[config.mk]
export PLATFORM = sky130hd
export DESIGN_NAME = mem_stage
export DESIGN_NICKNAME = d
export VERILOG_FILES = /design/src/rtl/mem_stage.sv
export SDC_FILE = /design/constraint.sdc
export NUM_CORES = 1
export LEC_CHECK = 0
export BUFFER_PORTS_ARGS = -buffer_cell sky130_fd_sc_hd__buf_2
export CAP_MARGIN = 5
export CORE_AREA = 2 2 150 152
export CTS_CLUSTER_DIAMETER = 30
export CTS_CLUSTER_SIZE = 14
export DETAILED_ROUTE_END_ITERATION = 8
export DIE_AREA = 0 0 152 154
export PLACE_DENSITY = 0.58
export SYNTH_ARGS = -nofsm -noshare
export SYNTH_HDL_FRONTEND = slang
export SYNTH_SLANG_ARGS = --single-unit
[constraint.sdc]
create_clock -name clk -period 2.1 [get_ports clk]
set_clock_uncertainty 0.15 [all_clocks]
set_input_delay 0.21 -clock clk [delete_from_list [all_inputs] [get_ports clk]]
set_output_delay 0.21 -clock clk [all_outputs]
set_load 0.1 [all_outputs]
[src/rtl/mem_stage.sv]
// mem_stage: memory-access stage of the five-stage RISC-V pipeline plus the
// MEM/WB pipeline register.
//   clk, rst            pipeline clock, synchronous active-high reset
//   *M inputs           EX/MEM bundle (control, address, store data, passthroughs)
//   dmem_*              ready-handshaked data-memory port (word address, lane
//                       replicated write data, byte strobes)
//   StallM              holds IF..M while an access is outstanding
//   *W outputs          registered write-back bundle and fault flags
//
// state  | meaning
// S_IDLE | no access outstanding; a new access issues here
// S_WAIT | request held, counting cycles toward the timeout abort
module mem_stage #(
   parameter int unsigned TIMEOUT = 16
) (
   input  logic        clk,
   input  logic        rst,
   input  logic        ValidM,
   input  logic        RegWriteM,
   input  logic [1:0]  ResultSrcM,
   input  logic        MemWriteM,
   input  logic        MemReadM,
   input  logic [2:0]  Funct3M,
   input  logic [31:0] ALUResultM,
   input  logic [31:0] WriteDataM,
   input  logic [4:0]  RdM,
   input  logic [31:0] PCPlus4M,
   input  logic [31:0] ImmExtM,
   input  logic [31:0] dmem_rdata,
   input  logic        dmem_ready,
   output logic        dmem_req,
   output logic        dmem_we,
   output logic [31:0] dmem_addr,
   output logic [31:0] dmem_wdata,
   output logic [3:0]  dmem_wstrb,
   output logic        StallM,
   output logic        RegWriteW,
   output logic [1:0]  ResultSrcW,
   output logic [31:0] ReadDataW,
   output logic [31:0] ALUResultW,
   output logic [31:0] PCPlus4W,
   output logic [31:0] ImmExtW,
   output logic [4:0]  RdW,
   output logic        MisalignW,
   output logic        BusErrW
);

   localparam int CW = $clog2(TIMEOUT + 1);

   typedef enum logic {S_IDLE, S_WAIT} state_t;

   state_t          state_q, state_d;
   logic [CW-1:0]   cnt_q, cnt_d;

   logic            reg_write_w_q, reg_write_w_d;
   logic [1:0]      result_src_w_q, result_src_w_d;
   logic [31:0]     read_data_w_q, read_data_w_d;
   logic [31:0]     alu_result_w_q, alu_result_w_d;
   logic [31:0]     pc_plus4_w_q, pc_plus4_w_d;
   logic [31:0]     imm_ext_w_q, imm_ext_w_d;
   logic [4:0]      rd_w_q, rd_w_d;
   logic            misalign_w_q, misalign_w_d;
   logic            bus_err_w_q, bus_err_w_d;

   logic            access, is_load, is_store, bad_f3, misal, fault;
   logic            abort, complete;
   logic [1:0]      a;
   logic [3:0]      strb;
   logic [7:0]      ld_byte;
   logic [15:0]     ld_half;
   logic [31:0]     ld_fmt;

   // access decode, lane generation and load formatting
   always_comb begin
      a        = ALUResultM[1:0];
      is_load  = MemReadM;
      is_store = MemWriteM & ~MemReadM;
      access   = ValidM & (MemReadM | MemWriteM);
      if (is_load)
         bad_f3 = (Funct3M == 3'b011) || (Funct3M[2:1] == 2'b11);
      else
         bad_f3 = Funct3M[2] | (Funct3M[1:0] == 2'b11);
      misal = ((Funct3M[1:0] == 2'b01) & a[0]) |
              ((Funct3M[1:0] == 2'b10) & (a != 2'b00));
      fault = access & (bad_f3 | misal);

      strb       = 4'b1111;
      dmem_wdata = WriteDataM;
      case (Funct3M[1:0])
         2'b00: begin
            strb       = 4'b0001 << a;
            dmem_wdata = {4{WriteDataM[7:0]}};
         end
         2'b01: begin
            strb       = 4'b0011 << {a[1], 1'b0};
            dmem_wdata = {2{WriteDataM[15:0]}};
         end
         default: ;
      endcase

      case (a)
         2'd0:    ld_byte = dmem_rdata[7:0];
         2'd1:    ld_byte = dmem_rdata[15:8];
         2'd2:    ld_byte = dmem_rdata[23:16];
         default: ld_byte = dmem_rdata[31:24];
      endcase
      ld_half = a[1] ? dmem_rdata[31:16] : dmem_rdata[15:0];
      case (Funct3M)
         3'b000:  ld_fmt = {{24{ld_byte[7]}}, ld_byte};
         3'b100:  ld_fmt = {24'd0, ld_byte};
         3'b001:  ld_fmt = {{16{ld_half[15]}}, ld_half};
         3'b101:  ld_fmt = {16'd0, ld_half};
         default: ld_fmt = dmem_rdata;
      endcase
   end

   // handshake outputs; reset masks the request even mid-WAIT
   always_comb begin
      dmem_req   = ~rst & ((state_q == S_WAIT) | (access & ~fault));
      dmem_we    = dmem_req & is_store;
      dmem_wstrb = (dmem_req & is_store) ? strb : 4'b0000;
      dmem_addr  = {ALUResultM[31:2], 2'b00};
      // a ready in the last WAIT cycle wins over the timeout
      abort      = (state_q == S_WAIT) & ~dmem_ready & (cnt_q == CW'(TIMEOUT));
      complete   = dmem_req & dmem_ready;
      StallM     = dmem_req & ~dmem_ready & ~abort;
   end

   always_comb begin
      state_d = state_q;
      cnt_d   = cnt_q;
      case (state_q)
         S_IDLE: begin
            if (dmem_req & ~dmem_ready) begin
               state_d = S_WAIT;
               cnt_d   = CW'(1);
            end
         end
         S_WAIT: begin
            if (dmem_ready | abort) begin
               state_d = S_IDLE;
               cnt_d   = '0;
            end else begin
               cnt_d = cnt_q + CW'(1);
            end
         end
         default: begin
            state_d = S_IDLE;
            cnt_d   = '0;
         end
      endcase
   end

   // MEM/WB next value; a stall inserts a bubble and holds the data fields
   always_comb begin
      reg_write_w_d  = reg_write_w_q;
      result_src_w_d = result_src_w_q;
      read_data_w_d  = read_data_w_q;
      alu_result_w_d = alu_result_w_q;
      pc_plus4_w_d   = pc_plus4_w_q;
      imm_ext_w_d    = imm_ext_w_q;
      rd_w_d         = rd_w_q;
      misalign_w_d   = misalign_w_q;
      bus_err_w_d    = bus_err_w_q;
      if (StallM) begin
         reg_write_w_d = 1'b0;
         misalign_w_d  = 1'b0;
         bus_err_w_d   = 1'b0;
      end else begin
         reg_write_w_d  = ValidM & RegWriteM & ~fault & ~abort;
         result_src_w_d = ResultSrcM;
         read_data_w_d  = (access & is_load & complete) ? ld_fmt : 32'd0;
         alu_result_w_d = ALUResultM;
         pc_plus4_w_d   = PCPlus4M;
         imm_ext_w_d    = ImmExtM;
         rd_w_d         = RdM;
         misalign_w_d   = fault;
         bus_err_w_d    = abort;
      end
   end

   always_ff @(posedge clk) begin
      if (rst) begin
         state_q        <= S_IDLE;
         cnt_q          <= '0;
         reg_write_w_q  <= 1'b0;
         result_src_w_q <= 2'b00;
         read_data_w_q  <= '0;
         alu_result_w_q <= '0;
         pc_plus4_w_q   <= '0;
         imm_ext_w_q    <= '0;
         rd_w_q         <= '0;
         misalign_w_q   <= 1'b0;
         bus_err_w_q    <= 1'b0;
      end else begin
         state_q        <= state_d;
         cnt_q          <= cnt_d;
         reg_write_w_q  <= reg_write_w_d;
         result_src_w_q <= result_src_w_d;
         read_data_w_q  <= read_data_w_d;
         alu_result_w_q <= alu_result_w_d;
         pc_plus4_w_q   <= pc_plus4_w_d;
         imm_ext_w_q    <= imm_ext_w_d;
         rd_w_q         <= rd_w_d;
         misalign_w_q   <= misalign_w_d;
         bus_err_w_q    <= bus_err_w_d;
      end
   end

   assign RegWriteW  = reg_write_w_q;
   assign ResultSrcW = result_src_w_q;
   assign ReadDataW  = read_data_w_q;
   assign ALUResultW = alu_result_w_q;
   assign PCPlus4W   = pc_plus4_w_q;
   assign ImmExtW    = imm_ext_w_q;
   assign RdW        = rd_w_q;
   assign MisalignW  = misalign_w_q;
   assign BusErrW    = bus_err_w_q;

endmodule

==> impl_results.md <==
* Outcome: finished, violations left
* Failing checks: negative setup slack
* Setup ws final at -58.8 ps
* Arr. time, crit path at 1800 ps
* Max cap viols at 0
* Vias/cell at 4.67
* Top-area cell type share of the netlist area at 0.427
* Placed cell area at 9480 µm²
* Sw frac at 0.381
* # H-tree levels at 4
* CTS buffer count at 17
* Routed Antenna Nets at 0
* Root cell of the clock tree: clkbuf_16
* Max clock buf depth at 2
* Initial antenna violation count at 2
* Share of cells above drive strength 1 at 0.487
* Most frequent cells after synthesis: dfxtp_1 (144), nor2b_1 (104), mux2_2 (71), mux2_1 (49), buf_4 (40)
* Setup crit end kind: primary output
* Die Wd at 152 µm
* Register area share after synthesis at 0.427
* Largest net degree at the start of global routing at 59
* Worst Max-Slew Pin Slew at 618 ps
* Layout Cells excl Fill at 1429
* Vias in the first global route at 6771
* WP data required at 1740 ps
* Kind of critical path: flop to primary output
* Final number of hold-violating endpoints at 0
* CTS clk-pin slew, worst paths at 60 ps
* Mapped Area at 6750 µm²
* Min-delay worst type: input port to flop
* Final nets at 1315
* Inst Count DP at 1272
* PwrDens at 786 nW/µm²
* Vias at 6674
* Tcrit/Tclk final at 1.03
* Detailed Route Iter0 Violations at 275
* Sequential power share at 0.327
* WL per Instance at 16.2 µm
* Async SR Flop Fraction at 0
* DR pass1 iterations at 6
* Die area at 23400 µm²
* Synth warn at 0
* Unrepaired setup endpoints after global routing: true
* Critical path fanouts, max at 5
* Fin. max-slew vios at 0
* Setup violations, final at 4
* Final WL at 23100 µm
* Worst-Skew Late Latency at 420 ps
* Clk pwr share at 0.348
* Crit path time final at 2160 ps
* Most common cell in the netlist: dfxtp_1
* VDD IR max at 0.000469 V
* Die Y at 154 µm
* Ranking of synthesized cells by area: dfxtp_1 (43%), mux2_2 (12%), nor2b_1 (9.6%), mux2_1 (8.2%), buf_4 (4.5%)
* # port buffers at 383
* Number of synthesized flops with an enable pin at 0
* Ys flop type: dfxtp_1
* Leakage at 5.40 nW
* Critical path startpoint category: flop
* Area Growth Syn to Fin at 68.6%
* Antenna cells at 0
* Fin area at 11400 µm²
* Register bit total from synthesis at 144
* GRT overflow at 0
* Top cell type by total area after synthesis: dfxtp_1
* I/O Pins at 386
* Max Clock Freq at 0.463 GHz
* Synth cell types at 48
* First-pass GRT wire length at 36400 µm
* Avg Inst Size Synth at 10.3 µm²
* CTS tree: done
* GPL Wtd Cong at 0.868
* Sw Pwr at 3.41 mW
* Initial Utilization at 0.311
* Core area at 21700 µm²
* Row count at 54
* Detailed-placement wirelength estimate at 16400 µm
* Logic pwr share at 0.326
* Worst slew margin at 0.588
* DRC Markers at 0
* Synth Instances at 652
* Overall Global Routing Usage at 0.194
* Int Pwr at 5.54 mW
* CTS Sinks at 144
power groups by stage:
stage | Clock [mW] | Sequential (mW) | Combinational, mW
after CTS | 3.23 | 2.92 | 2.91
after global placement | 0 | 2.98 | 2.71
after detailed placement | 0 | 2.98 | 2.71
final | 3.11 | 2.92 | 2.91
after global routing | 3.35 | 2.94 | 3.02
after floorplan | 0 | 3.94 | 1.12
registers in the layout, indices dropped and copies added, names as in the netlist:
name and count:
MisalignW 1, PCPlus4W 32, RdW 5, ImmExtW 32, ReadDataW 32, RegWriteW 1
ALUResultW 32, BusErrW 1, state_q 1, ResultSrcW 2, cnt_q 5
metal layers:
metal  vias up  global-route usage  routed length, µm
li1       3217                   -                  -
met4         0              0.0868                807
met1      3103               0.231               9530
met3        59              0.0541               1530
met2       295               0.328              11300
met5         -                   0                  0
worst max-delay path, cell delays in order, from the launching register on:
cell and delay, ps:
dfxtp_4 350, a21oi_2 30, or4b_4 610, a21oi_4 190
buf_12 190
placed cells by master, fill, tap and decap left out, drive strengths merged, types with 12 or more instances in the layout:
| master | Yosys | routed |
|---|---|---|
| buf | 60 | 426 |
| nor2b | 104 | 104 |
| nor2 | 24 | 24 |
| o2bb2ai | 32 | 32 |
| o21ai | 17 | 17 |
| clkbuf | 25 | 19 |
| mux2 | 120 | 120 |
| mux2i | 16 | 16 |
| dlygate4sd3 | 0 | 123 |
| inv | 9 | 12 |
| dfxtp | 144 | 144 |
| nand2 | 16 | 16 |
| a21oi | 25 | 25 |
| a221oi | 14 | 14 |
per-stage QoR:
stage	setup TNS, ps	power, mW	setup WS (ps)	hold WS (ps)	util
after floorplan	-821	5.06	-218	212	-
after global placement	-63.4	5.68	-33.9	286	0.437
after detailed placement	-170	5.69	-67.1	292	0.437
after CTS	-268	9.06	-84.0	0.0413	0.524
after global routing	-445	9.31	-113	13.9	0.525
final	-137	8.95	-58.8	17.5	0.525
cell families after synthesis:
family,count (synthesis),share of synthesized area
AND/OR/NAND/NOR,165,0.138
adder cells (fa/ha/maj),2,0.00371
XOR/XNOR,1,0.00130
other,1,0.000556
AO/OA/AOI/OAI,109,0.121
buffers and inverters,94,0.0835
multiplexers,136,0.224
flip-flops,144,0.427
area by class of cell:
| cell class | count | area, µm² |
|---|---|---|
| Tap cell | 280 | 350 |
| Multi-Input combinational cell | 415 | 3410 |
| Fill cell | 1951 | 10300 |
| Clock inverter | 13 | 150 |
| Timing Repair Buffer | 549 | 4070 |
| Inverter | 9 | 53.8 |
| Clock buffer | 19 | 453 |
| Sequential cell | 144 | 2890 |
timing repair:
| action | in CTS | in global routing |
|---|---|---|
| hold buffers | 123 | 0 |
| hold endpoints to repair | 117 | 0 |
| gates resized for setup | 13 | 4 |
| endpoints found under the setup margin | 6 | 11 |
| pin swaps | 3 | 0 |
| buffers inserted | 2 | 0 |
path summary, 6_finish.rpt:
path                 from       endpoint  cells after the start  slack (ps)
max               state_q  dmem_wstrb[3]                      4         -60
min          PCPlus4M[18]   PCPlus4W[18]                      3          20
max reg2reg      cnt_q[0]         RdW[3]                      8         190
min reg2reg   ImmExtW[28]    ImmExtW[28]                      1         300
(Power assumes the default switching activity.)
